<file path="src/rtl/fft16_sequencer_if.sv">
`default_nettype none
// +----------------------------------------------------------------------+
// | fft16_sequencer_if: handshake and address bus of the FFT sequencer    |
// | Rev 1.0                                                               |
// +----------------------------------------------------------------------+
interface fft16_sequencer_if;
  logic       i_start;
  logic       i_in_valid;
  logic       o_in_ready;
  logic       o_we;
  logic [3:0] o_wr_addr;
  logic       o_bfly_valid;
  logic [3:0] o_rd_addr_a;
  logic [3:0] o_rd_addr_b;
  logic [2:0] o_tw_idx;
  logic [1:0] o_stage;
  logic       o_wb_valid;
  logic [3:0] o_wb_addr_a;
  logic [3:0] o_wb_addr_b;
  logic       o_out_valid;
  logic       i_out_ready;
  logic [3:0] o_out_addr;
  logic       o_busy;
  logic       o_done;

  // master is the sequencer; slave is the frame source/sink around it
  modport master (
    input  i_start, i_in_valid, i_out_ready,
    output o_in_ready, o_we, o_wr_addr, o_bfly_valid, o_rd_addr_a, o_rd_addr_b,
           o_tw_idx, o_stage, o_wb_valid, o_wb_addr_a, o_wb_addr_b,
           o_out_valid, o_out_addr, o_busy, o_done
  );

  modport slave (
    output i_start, i_in_valid, i_out_ready,
    input  o_in_ready, o_we, o_wr_addr, o_bfly_valid, o_rd_addr_a, o_rd_addr_b,
           o_tw_idx, o_stage, o_wb_valid, o_wb_addr_a, o_wb_addr_b,
           o_out_valid, o_out_addr, o_busy, o_done
  );
endinterface
`default_nettype wire

</file>
<file path="src/rtl/fft16_sequencer.sv">
`default_nettype none
// +----------------------------------------------------------------------+
// | fft16_sequencer: load / 4x8 butterfly issue / unload control, 16-pt   |
// | FFT_SEQ_BITREV_EN: DIT with bit-reversed load (default: DIF, bitrev   |
// | unload).  Rev 1.0                                                     |
// +----------------------------------------------------------------------+
module fft16_sequencer #(
  parameter int BFLY_LAT = 2  // issue-to-write-back latency, 1..7
) (
  input  logic                      i_clk,
  input  logic                      i_rst,
  fft16_sequencer_if.master         bus
);

  typedef enum logic [2:0] {
    ST_IDLE   = 3'd0,
    ST_LOAD   = 3'd1,
    ST_CALC   = 3'd2,
    ST_WAIT   = 3'd3,
    ST_UNLOAD = 3'd4,
    ST_DONE   = 3'd5
  } state_t;

  typedef struct packed {
    logic       v;
    logic [3:0] a;
    logic [3:0] b;
  } wb_entry_t;

  localparam logic [2:0] WAIT_LAST = 3'(BFLY_LAT - 1);

  function automatic logic [3:0] bitrev4(input logic [3:0] x);
    return {x[0], x[1], x[2], x[3]};
  endfunction

  // Returns {a, b, tw}. e is log2 of the butterfly span; DIT grows it per
  // stage, DIF shrinks it, and tw = pos << (3-e) holds for both orderings.
  function automatic logic [10:0] bfly_ops(input logic [1:0] s, input logic [2:0] k);
    logic [1:0] e;
    logic [3:0] k4;
    logic [3:0] mask;
    logic [3:0] a;
    logic [2:0] pos;
    logic [2:0] tw;
`ifdef FFT_SEQ_BITREV_EN
    e = s;
`else
    e = 2'd3 - s;
`endif
    k4   = {1'b0, k};
    mask = (4'd1 << e) - 4'd1;
    a    = ((k4 >> e) << (e + 3'd1)) | (k4 & mask);
    pos  = k & mask[2:0];
    tw   = pos << (2'd3 - e);
    return {a, a | (4'd1 << e), tw};
  endfunction

  state_t     state_q, state_d;
  logic [3:0] n_q, n_d;
  logic [1:0] s_q, s_d;
  logic [2:0] k_q, k_d;
  logic [2:0] wait_q, wait_d;

  logic       in_ready_q, in_ready_d;
  logic [3:0] wr_addr_q, wr_addr_d;
  logic       bfly_valid_q, bfly_valid_d;
  logic [3:0] rd_a_q, rd_a_d;
  logic [3:0] rd_b_q, rd_b_d;
  logic [2:0] tw_q, tw_d;
  logic [1:0] stage_q, stage_d;
  logic       out_valid_q, out_valid_d;
  logic [3:0] out_addr_q, out_addr_d;
  logic       busy_q, busy_d;
  logic       done_q, done_d;
  wb_entry_t  pipe_q [BFLY_LAT];
  wb_entry_t  pipe_d [BFLY_LAT];

  logic [10:0] ops;
  logic        in_accept;
  logic        out_accept;

  assign in_accept  = bus.i_in_valid & in_ready_q;
  assign out_accept = out_valid_q & bus.i_out_ready;

  always_comb begin
    state_d = state_q;
    n_d     = n_q;
    s_d     = s_q;
    k_d     = k_q;
    wait_d  = wait_q;
    case (state_q)
      ST_IDLE: begin
        if (bus.i_start) begin
          state_d = ST_LOAD;
          n_d     = 4'd0;
        end
      end
      ST_LOAD: begin
        if (in_accept) begin
          n_d = n_q + 4'd1;
          if (n_q == 4'd15) begin
            state_d = ST_CALC;
            s_d     = 2'd0;
            k_d     = 3'd0;
          end
        end
      end
      ST_CALC: begin
        if (k_q == 3'd7) begin
          state_d = ST_WAIT;
          wait_d  = 3'd0;
        end else begin
          k_d = k_q + 3'd1;
        end
      end
      ST_WAIT: begin
        // Hold until the stage's last write-back has landed in the RAM
        if (wait_q == WAIT_LAST) begin
          k_d = 3'd0;
          if (s_q == 2'd3) begin
            state_d = ST_UNLOAD;
            n_d     = 4'd0;
            s_d     = 2'd0;
          end else begin
            state_d = ST_CALC;
            s_d     = s_q + 2'd1;
          end
        end else begin
          wait_d = wait_q + 3'd1;
        end
      end
      ST_UNLOAD: begin
        if (out_accept) begin
          n_d = n_q + 4'd1;
          if (n_q == 4'd15) state_d = ST_DONE;
        end
      end
      ST_DONE:  state_d = ST_IDLE;
      default:  state_d = ST_IDLE;
    endcase

    // Outputs are derived from next-state values so they register in step
    ops          = bfly_ops(s_d, k_d);
    in_ready_d   = (state_d == ST_LOAD);
    bfly_valid_d = (state_d == ST_CALC);
    out_valid_d  = (state_d == ST_UNLOAD);
    busy_d       = (state_d != ST_IDLE);
    done_d       = (state_d == ST_DONE);
    stage_d      = s_d;
    rd_a_d       = bfly_valid_d ? ops[10:7] : 4'd0;
    rd_b_d       = bfly_valid_d ? ops[6:3]  : 4'd0;
    tw_d         = bfly_valid_d ? ops[2:0]  : 3'd0;
`ifdef FFT_SEQ_BITREV_EN
    wr_addr_d    = in_ready_d  ? bitrev4(n_d) : 4'd0;
    out_addr_d   = out_valid_d ? n_d          : 4'd0;
`else
    wr_addr_d    = in_ready_d  ? n_d          : 4'd0;
    out_addr_d   = out_valid_d ? bitrev4(n_d) : 4'd0;
`endif

    pipe_d[0] = {bfly_valid_q, rd_a_q, rd_b_q};
    for (int i = 1; i < BFLY_LAT; i++) begin
      pipe_d[i] = pipe_q[i-1];
    end
  end

  always_ff @(posedge i_clk or posedge i_rst) begin
    if (i_rst) begin
      state_q      <= ST_IDLE;
      n_q          <= 4'd0;
      s_q          <= 2'd0;
      k_q          <= 3'd0;
      wait_q       <= 3'd0;
      in_ready_q   <= 1'b0;
      wr_addr_q    <= 4'd0;
      bfly_valid_q <= 1'b0;
      rd_a_q       <= 4'd0;
      rd_b_q       <= 4'd0;
      tw_q         <= 3'd0;
      stage_q      <= 2'd0;
      out_valid_q  <= 1'b0;
      out_addr_q   <= 4'd0;
      busy_q       <= 1'b0;
      done_q       <= 1'b0;
      for (int i = 0; i < BFLY_LAT; i++) begin
        pipe_q[i] <= '0;
      end
    end else begin
      state_q      <= state_d;
      n_q          <= n_d;
      s_q          <= s_d;
      k_q          <= k_d;
      wait_q       <= wait_d;
      in_ready_q   <= in_ready_d;
      wr_addr_q    <= wr_addr_d;
      bfly_valid_q <= bfly_valid_d;
      rd_a_q       <= rd_a_d;
      rd_b_q       <= rd_b_d;
      tw_q         <= tw_d;
      stage_q      <= stage_d;
      out_valid_q  <= out_valid_d;
      out_addr_q   <= out_addr_d;
      busy_q       <= busy_d;
      done_q       <= done_d;
      for (int i = 0; i < BFLY_LAT; i++) begin
        pipe_q[i] <= pipe_d[i];
      end
    end
  end

  assign bus.o_in_ready   = in_ready_q;
  assign bus.o_we         = in_accept;
  assign bus.o_wr_addr    = wr_addr_q;
  assign bus.o_bfly_valid = bfly_valid_q;
  assign bus.o_rd_addr_a  = rd_a_q;
  assign bus.o_rd_addr_b  = rd_b_q;
  assign bus.o_tw_idx     = tw_q;
  assign bus.o_stage      = stage_q;
  assign bus.o_wb_valid   = pipe_q[BFLY_LAT-1].v;
  assign bus.o_wb_addr_a  = pipe_q[BFLY_LAT-1].a;
  assign bus.o_wb_addr_b  = pipe_q[BFLY_LAT-1].b;
  assign bus.o_out_valid  = out_valid_q;
  assign bus.o_out_addr   = out_addr_q;
  assign bus.o_busy       = busy_q;
  assign bus.o_done       = done_q;

endmodule
`default_nettype wire

</file>
<file path="src/flat_wrapper.sv">
// flat-port wrapper written by rule: the top's interface ports become plain ports
module fft16_sequencer_flat 
#(
  parameter int BFLY_LAT = 2                                      
)
  (i_clk, i_rst, bus_i_start, bus_i_in_valid, bus_i_out_ready, bus_o_in_ready, bus_o_we, bus_o_wr_addr, bus_o_bfly_valid, bus_o_rd_addr_a, bus_o_rd_addr_b, bus_o_tw_idx, bus_o_stage, bus_o_wb_valid, bus_o_wb_addr_a, bus_o_wb_addr_b, bus_o_out_valid, bus_o_out_addr, bus_o_busy, bus_o_done);
  fft16_sequencer_if bus_i ();
  input  logic i_clk;
  input  logic i_rst;
  input wire logic [$bits(bus_i.i_start)-1:0] bus_i_start;
  input wire logic [$bits(bus_i.i_in_valid)-1:0] bus_i_in_valid;
  input wire logic [$bits(bus_i.i_out_ready)-1:0] bus_i_out_ready;
  output wire logic [$bits(bus_i.o_in_ready)-1:0] bus_o_in_ready;
  output wire logic [$bits(bus_i.o_we)-1:0] bus_o_we;
  output wire logic [$bits(bus_i.o_wr_addr)-1:0] bus_o_wr_addr;
  output wire logic [$bits(bus_i.o_bfly_valid)-1:0] bus_o_bfly_valid;
  output wire logic [$bits(bus_i.o_rd_addr_a)-1:0] bus_o_rd_addr_a;
  output wire logic [$bits(bus_i.o_rd_addr_b)-1:0] bus_o_rd_addr_b;
  output wire logic [$bits(bus_i.o_tw_idx)-1:0] bus_o_tw_idx;
  output wire logic [$bits(bus_i.o_stage)-1:0] bus_o_stage;
  output wire logic [$bits(bus_i.o_wb_valid)-1:0] bus_o_wb_valid;
  output wire logic [$bits(bus_i.o_wb_addr_a)-1:0] bus_o_wb_addr_a;
  output wire logic [$bits(bus_i.o_wb_addr_b)-1:0] bus_o_wb_addr_b;
  output wire logic [$bits(bus_i.o_out_valid)-1:0] bus_o_out_valid;
  output wire logic [$bits(bus_i.o_out_addr)-1:0] bus_o_out_addr;
  output wire logic [$bits(bus_i.o_busy)-1:0] bus_o_busy;
  output wire logic [$bits(bus_i.o_done)-1:0] bus_o_done;
  assign bus_i.i_start = bus_i_start;
  assign bus_i.i_in_valid = bus_i_in_valid;
  assign bus_i.i_out_ready = bus_i_out_ready;
  assign bus_o_in_ready = bus_i.o_in_ready;
  assign bus_o_we = bus_i.o_we;
  assign bus_o_wr_addr = bus_i.o_wr_addr;
  assign bus_o_bfly_valid = bus_i.o_bfly_valid;
  assign bus_o_rd_addr_a = bus_i.o_rd_addr_a;
  assign bus_o_rd_addr_b = bus_i.o_rd_addr_b;
  assign bus_o_tw_idx = bus_i.o_tw_idx;
  assign bus_o_stage = bus_i.o_stage;
  assign bus_o_wb_valid = bus_i.o_wb_valid;
  assign bus_o_wb_addr_a = bus_i.o_wb_addr_a;
  assign bus_o_wb_addr_b = bus_i.o_wb_addr_b;
  assign bus_o_out_valid = bus_i.o_out_valid;
  assign bus_o_out_addr = bus_i.o_out_addr;
  assign bus_o_busy = bus_i.o_busy;
  assign bus_o_done = bus_i.o_done;
  fft16_sequencer #(.BFLY_LAT(BFLY_LAT)) u_core (.i_clk(i_clk), .i_rst(i_rst), .bus(bus_i));
endmodule
</file>
<file path="config.mk">
export PLATFORM = sky130hd
export DESIGN_NAME = fft16_sequencer_flat
export DESIGN_NICKNAME = d
export VERILOG_FILES = /design/src/rtl/fft16_sequencer_if.sv /design/src/rtl/fft16_sequencer.sv /design/src/flat_wrapper.sv
export SDC_FILE = /design/constraint.sdc
export NUM_CORES = 1
export LEC_CHECK = 0
export BUFFER_PORTS_ARGS = -buffer_cell sky130_fd_sc_hd__buf_2
export CAP_MARGIN = 10
export CORE_ASPECT_RATIO = 1.5
export CORE_MARGIN = 5
export CORE_UTILIZATION = 25
export CTS_BUF_LIST = sky130_fd_sc_hd__clkbuf_8 sky130_fd_sc_hd__clkbuf_16
export DETAILED_ROUTE_END_ITERATION = 16
export GPL_TIMING_DRIVEN = 0
export PLACE_DENSITY = 0.47
export SYNTH_ARGS = -nofsm -noshare
export SYNTH_HDL_FRONTEND = slang
export SYNTH_SLANG_ARGS = --single-unit
</file>
<file path="constraint.sdc">
create_clock -name i_clk -period 4.65 [get_ports i_clk]
set_input_delay 0.6975 -clock i_clk [delete_from_list [all_inputs] [get_ports i_clk]]
set_output_delay 0.6975 -clock i_clk [all_outputs]
set_load 0.05 [all_outputs]
</file>
==> flow_results.org <==
** Outcome
- Run status :: completed

** Timing
- Max Fclk :: 341 MHz
- The worst path uses 63.0% of the clock period.
- The number of hold-slack violations in the final timing report was 0.
- Setup repair after global routing left no endpoint under its margin.
- Worst slew slack as a fraction of its limit :: 58.7%
- Post-Route Setup TNS :: 0 ps
- The routed design could run at a clock period as short as 2930 ps.
- The final number of max-transition violations is 0.
- For the final database, setup skew stands at 9.10 ps.
- Transition time at the pin with the least slew margin :: 620 ps
- Setup violations remaining at the end of the flow were counted as 0.

** Clock network
- Post-CTS Setup Repair Bufs :: 0
- Num CTS Buffers :: 9
- Hold buffer count at cts :: 0
- Clock-pin slew was measured on the worst setup and hold paths at 50 ps.
- The longest clock path from root to sink contains 2 buffers.
- For this design, the sink count on the clock tree is 57.
- Clock tree from TritonCTS :: yes
- Post_cts resized :: 0
- The clock reaches the later pin of the worst-skew pair after 330 ps.
- The root buffer cell chosen for the clock tree is clkbuf_16.
- Max H-tree Level :: 3

** Route
- Initial DRC count :: 71
- The first detailed-routing pass took 4 iterations.
- Detailed routing inserted a total of 1747 vias.
- Vias per cell :: 4.46
- Antenna viol nets, final :: 0
- In the routed design, unresolved DRC markers number 0.
- Total detailed-routing wirelength :: 5.41 mm
- Average detailed-routed wire length per instance :: 13.8 µm

** Finish
- Diodes inserted :: 0
- Layout net count :: 287
- Area added between synthesis and finish :: 25.7%
- Share of layout cells above drive strength 1 :: 30.0%
- The finished layout holds 392 standard cells, fillers aside.

** Logic synthesis
- Counting flops and latches in the post-synthesis netlist gives 57.
- In this run the cell area of the synthesized design comes to 2480 µm².
- Proportion of register bits with asynchronous set or reset after synthesis :: 100%
- Synth warnings :: 0
- Synth Net Count :: 235
- Dividing the synthesized area by the synthesized cell count gives 11.3 µm².
- In this run, synthesis inferred 0 flip-flops with an integrated enable.
- Counting distinct cell types in the post-synthesis netlist gives 50.
- Sequential cells were found to cover 57.5% of the synthesized design area.
- Synthesis produced a netlist whose cell count is 220.
- Ys flop type :: dfrtp_1

** Die
- Starting density of the core :: 25.6%
- The total area inside the core boundary comes to 9690 µm².
- The die covers 12100 µm².
- The die is 132 µm tall.
- In this run the core area contains 44 standard-cell rows.
- In this run the count of I/O pins placed on the die edge is 41.
- In this run the horizontal extent of the chip is 91.4 µm.

** Placement
- Routability-driven placement finished with a final weighted congestion of 0.778.
- Number of buffer cells added on primary ports :: 40
- Detailed placer's ending HPWL :: 4.02 mm
- In this run, placement finished with an instance count of 376.

** Power
- Total power for the finished layout comes to 1.99 mW.
- For this design the static power due to leakage is 1.60 nW.
- VDD sags by at most 0.000326 V.
- Power spread over the standard cell area amounts to 636 nW/µm².

** Setup path
- Nature of the critical path endpoint :: register
- Type of origin of the critical path :: register
- Required time of the critical path :: 4920 ps
- Critical path peak fanout :: 10
- At the worst endpoint, the arrival time is 3190 ps.
- Critical path type :: reg -> reg

** Global routing
- After global routing the overflow that remains totals 0.
- For this run, global-route usage on met2 was measured as 16.7%.
- The initial antenna violation count was 0.
- The global routing stage identified its most utilized layer as met2.
- For met1 alone, demand over resource in global routing was 10.1%.
- Pin count of the biggest net entering global routing :: 38
- Grt met3 use :: 3.08%
- The via count of the first global-routing pass came to 1850.
- Global-route wire length before repair :: 9.06 mm
- Global routing consumed, over all layers together, 9.66% of the routing resources.

** Worst hold path
- The path class of the tightest hold or removal check is reg -> reg.

** Job
- Max Cap Violations :: 0
==> worst max-delay path: stages (launching register included) <==
cell,delay [ps]
dfrtp_1,350
buf_4,170
or3b_1,380
buf_4,170
nor3_4,330
o31ai_2,200
inv_2,160
ha_1,190
nor4b_1,440
mux2i_1,160
o32ai_1,160
and2_1,160
==> power by group <==
group	switching, mW	internal [mW]
Combinational	0.504	0.252
Clock	0.221	0.370
Sequential	0.0581	0.581
==> worst paths after layout <==
path	from	end	slack (ps)	cells after the start
min in group asynchronous	i_rst	u_core.bus.o_wb_addr_b[0]	380	2
max in group asynchronous	i_rst	u_core.bus.o_out_addr[1]	3710	3
worst max-delay path	u_core.state_q[1]	u_core.bus.o_tw_idx[2]	1720	11
worst min-delay path	u_core.pipe_d[1]	u_core.bus.o_wb_addr_b[1]	350	0
worst min register to register	u_core.pipe_d[1]	u_core.bus.o_wb_addr_b[1]	350	0
worst max register to register	u_core.state_q[1]	u_core.bus.o_tw_idx[2]	1720	11
==> registers in the layout, indices dropped and copies added, names as in the netlist <==
register                 cells
u_core.bus.o_tw_idx          3
u_core.bus.o_out_valid       1
u_core.k_q                   3
u_core.s_q                   2
u_core.bus.o_rd_addr_b       4
u_core.bus.o_done            1
u_core.wait_q                3
u_core.bus.o_wr_addr         4
u_core.bus.o_in_ready        1
u_core.bus.o_wb_valid        1
u_core.bus.o_rd_addr_a       4
u_core.bus.o_bfly_valid      1
u_core.n_q                   4
u_core.bus.o_wb_addr_b       4
u_core.pipe_d                9
u_core.bus.o_busy            1
u_core.state_q               3
u_core.bus.o_wb_addr_a       4
u_core.bus.o_out_addr        4
==> logic make-up (layout without fill, tap and decap cells) <==
group	after synthesis	after routing	share of synthesized area (%)
xor gates and xnor gates	5	5	1.76
muxes	2	2	0.806
AOI/OAI and AO/OA	42	42	11.3
and+or+nand+nor	75	75	17.3
buffers and inverters	29	86	6.30
adders and majority gates	10	10	5.04
DFF	57	57	57.5
==> per-stage QoR <==
stage | hold WS [ps] | area [µm²] | util, % | setup WS [ps]
after global placement | 332 | 2830 | 29.2 | 1650
after CTS | 349 | 3120 | 32.2 | 1620
final | 347 | 3120 | 32.2 | 1720
after global routing | 357 | 3120 | 32.2 | 1480
after floorplan | 331 | 2480 | - | 1850
after detailed placement | 335 | 2850 | 29.4 | 1640
==> area by class of cell <==
| class | count | area [µm²] |
|---|---|---|
| inverter | 16 | 60.1 |
| buffer | 13 | 96.3 |
| tap | 115 | 144 |
| multi-input combinational | 134 | 900 |
| sequential | 57 | 1430 |
| fill | 993 | 6570 |
| clock inverter | 6 | 35.0 |
| timing repair buffer | 41 | 220 |
| clock buffer | 10 | 239 |
==> Yosys cell counts, types with 2 or more instances <==
master    number  area share (%)
buf_2          2            0.40
buf_4         10             3.0
nor2b_1        3            0.76
o211ai_1       2            0.60
a21oi_1       14             2.8
ha_1          10             5.0
a211oi_1       3            0.91
a22oi_1        2            0.60
or3_1          3            0.76
or4_4          2            0.91
dfrtp_1       57              57
nor2_1        14             2.1
nand3_1        7             1.4
mux2i_1        2            0.81
xor2_1         4             1.4
and2_1         3            0.76
o21a_1         3            0.91
nor3_1         4            0.81
nand2b_1       2            0.50
or2_2          2            0.50
nor4b_1        2            0.71
nand2_1       20             3.0
inv_1         15             2.3
o21ai_0        8             1.6
==> layout by cell type (no fill, tap or decap), types with 3 or more instances in the layout <==
cell type and count:
ha_1 10, nor2_1 14, clkbuf_16 9, or3_1 3, buf_4 10, o21ai_0 8, dfrtp_1 57, nor2b_1 3
xor2_1 4, buf_2 42, nand2_1 20, and2_1 3, a21oi_1 14, a211oi_1 3, o21a_1 3, nor3_1 4
nand3_1 7, clkinv_2 3, inv_1 15
==> per-layer routing <==
layer	up-vias	wire, µm
met3	8	223
li1	851	-
met2	42	2980
met5	-	0
met4	0	110
met1	846	2090
(Power assumes the default switching activity.)
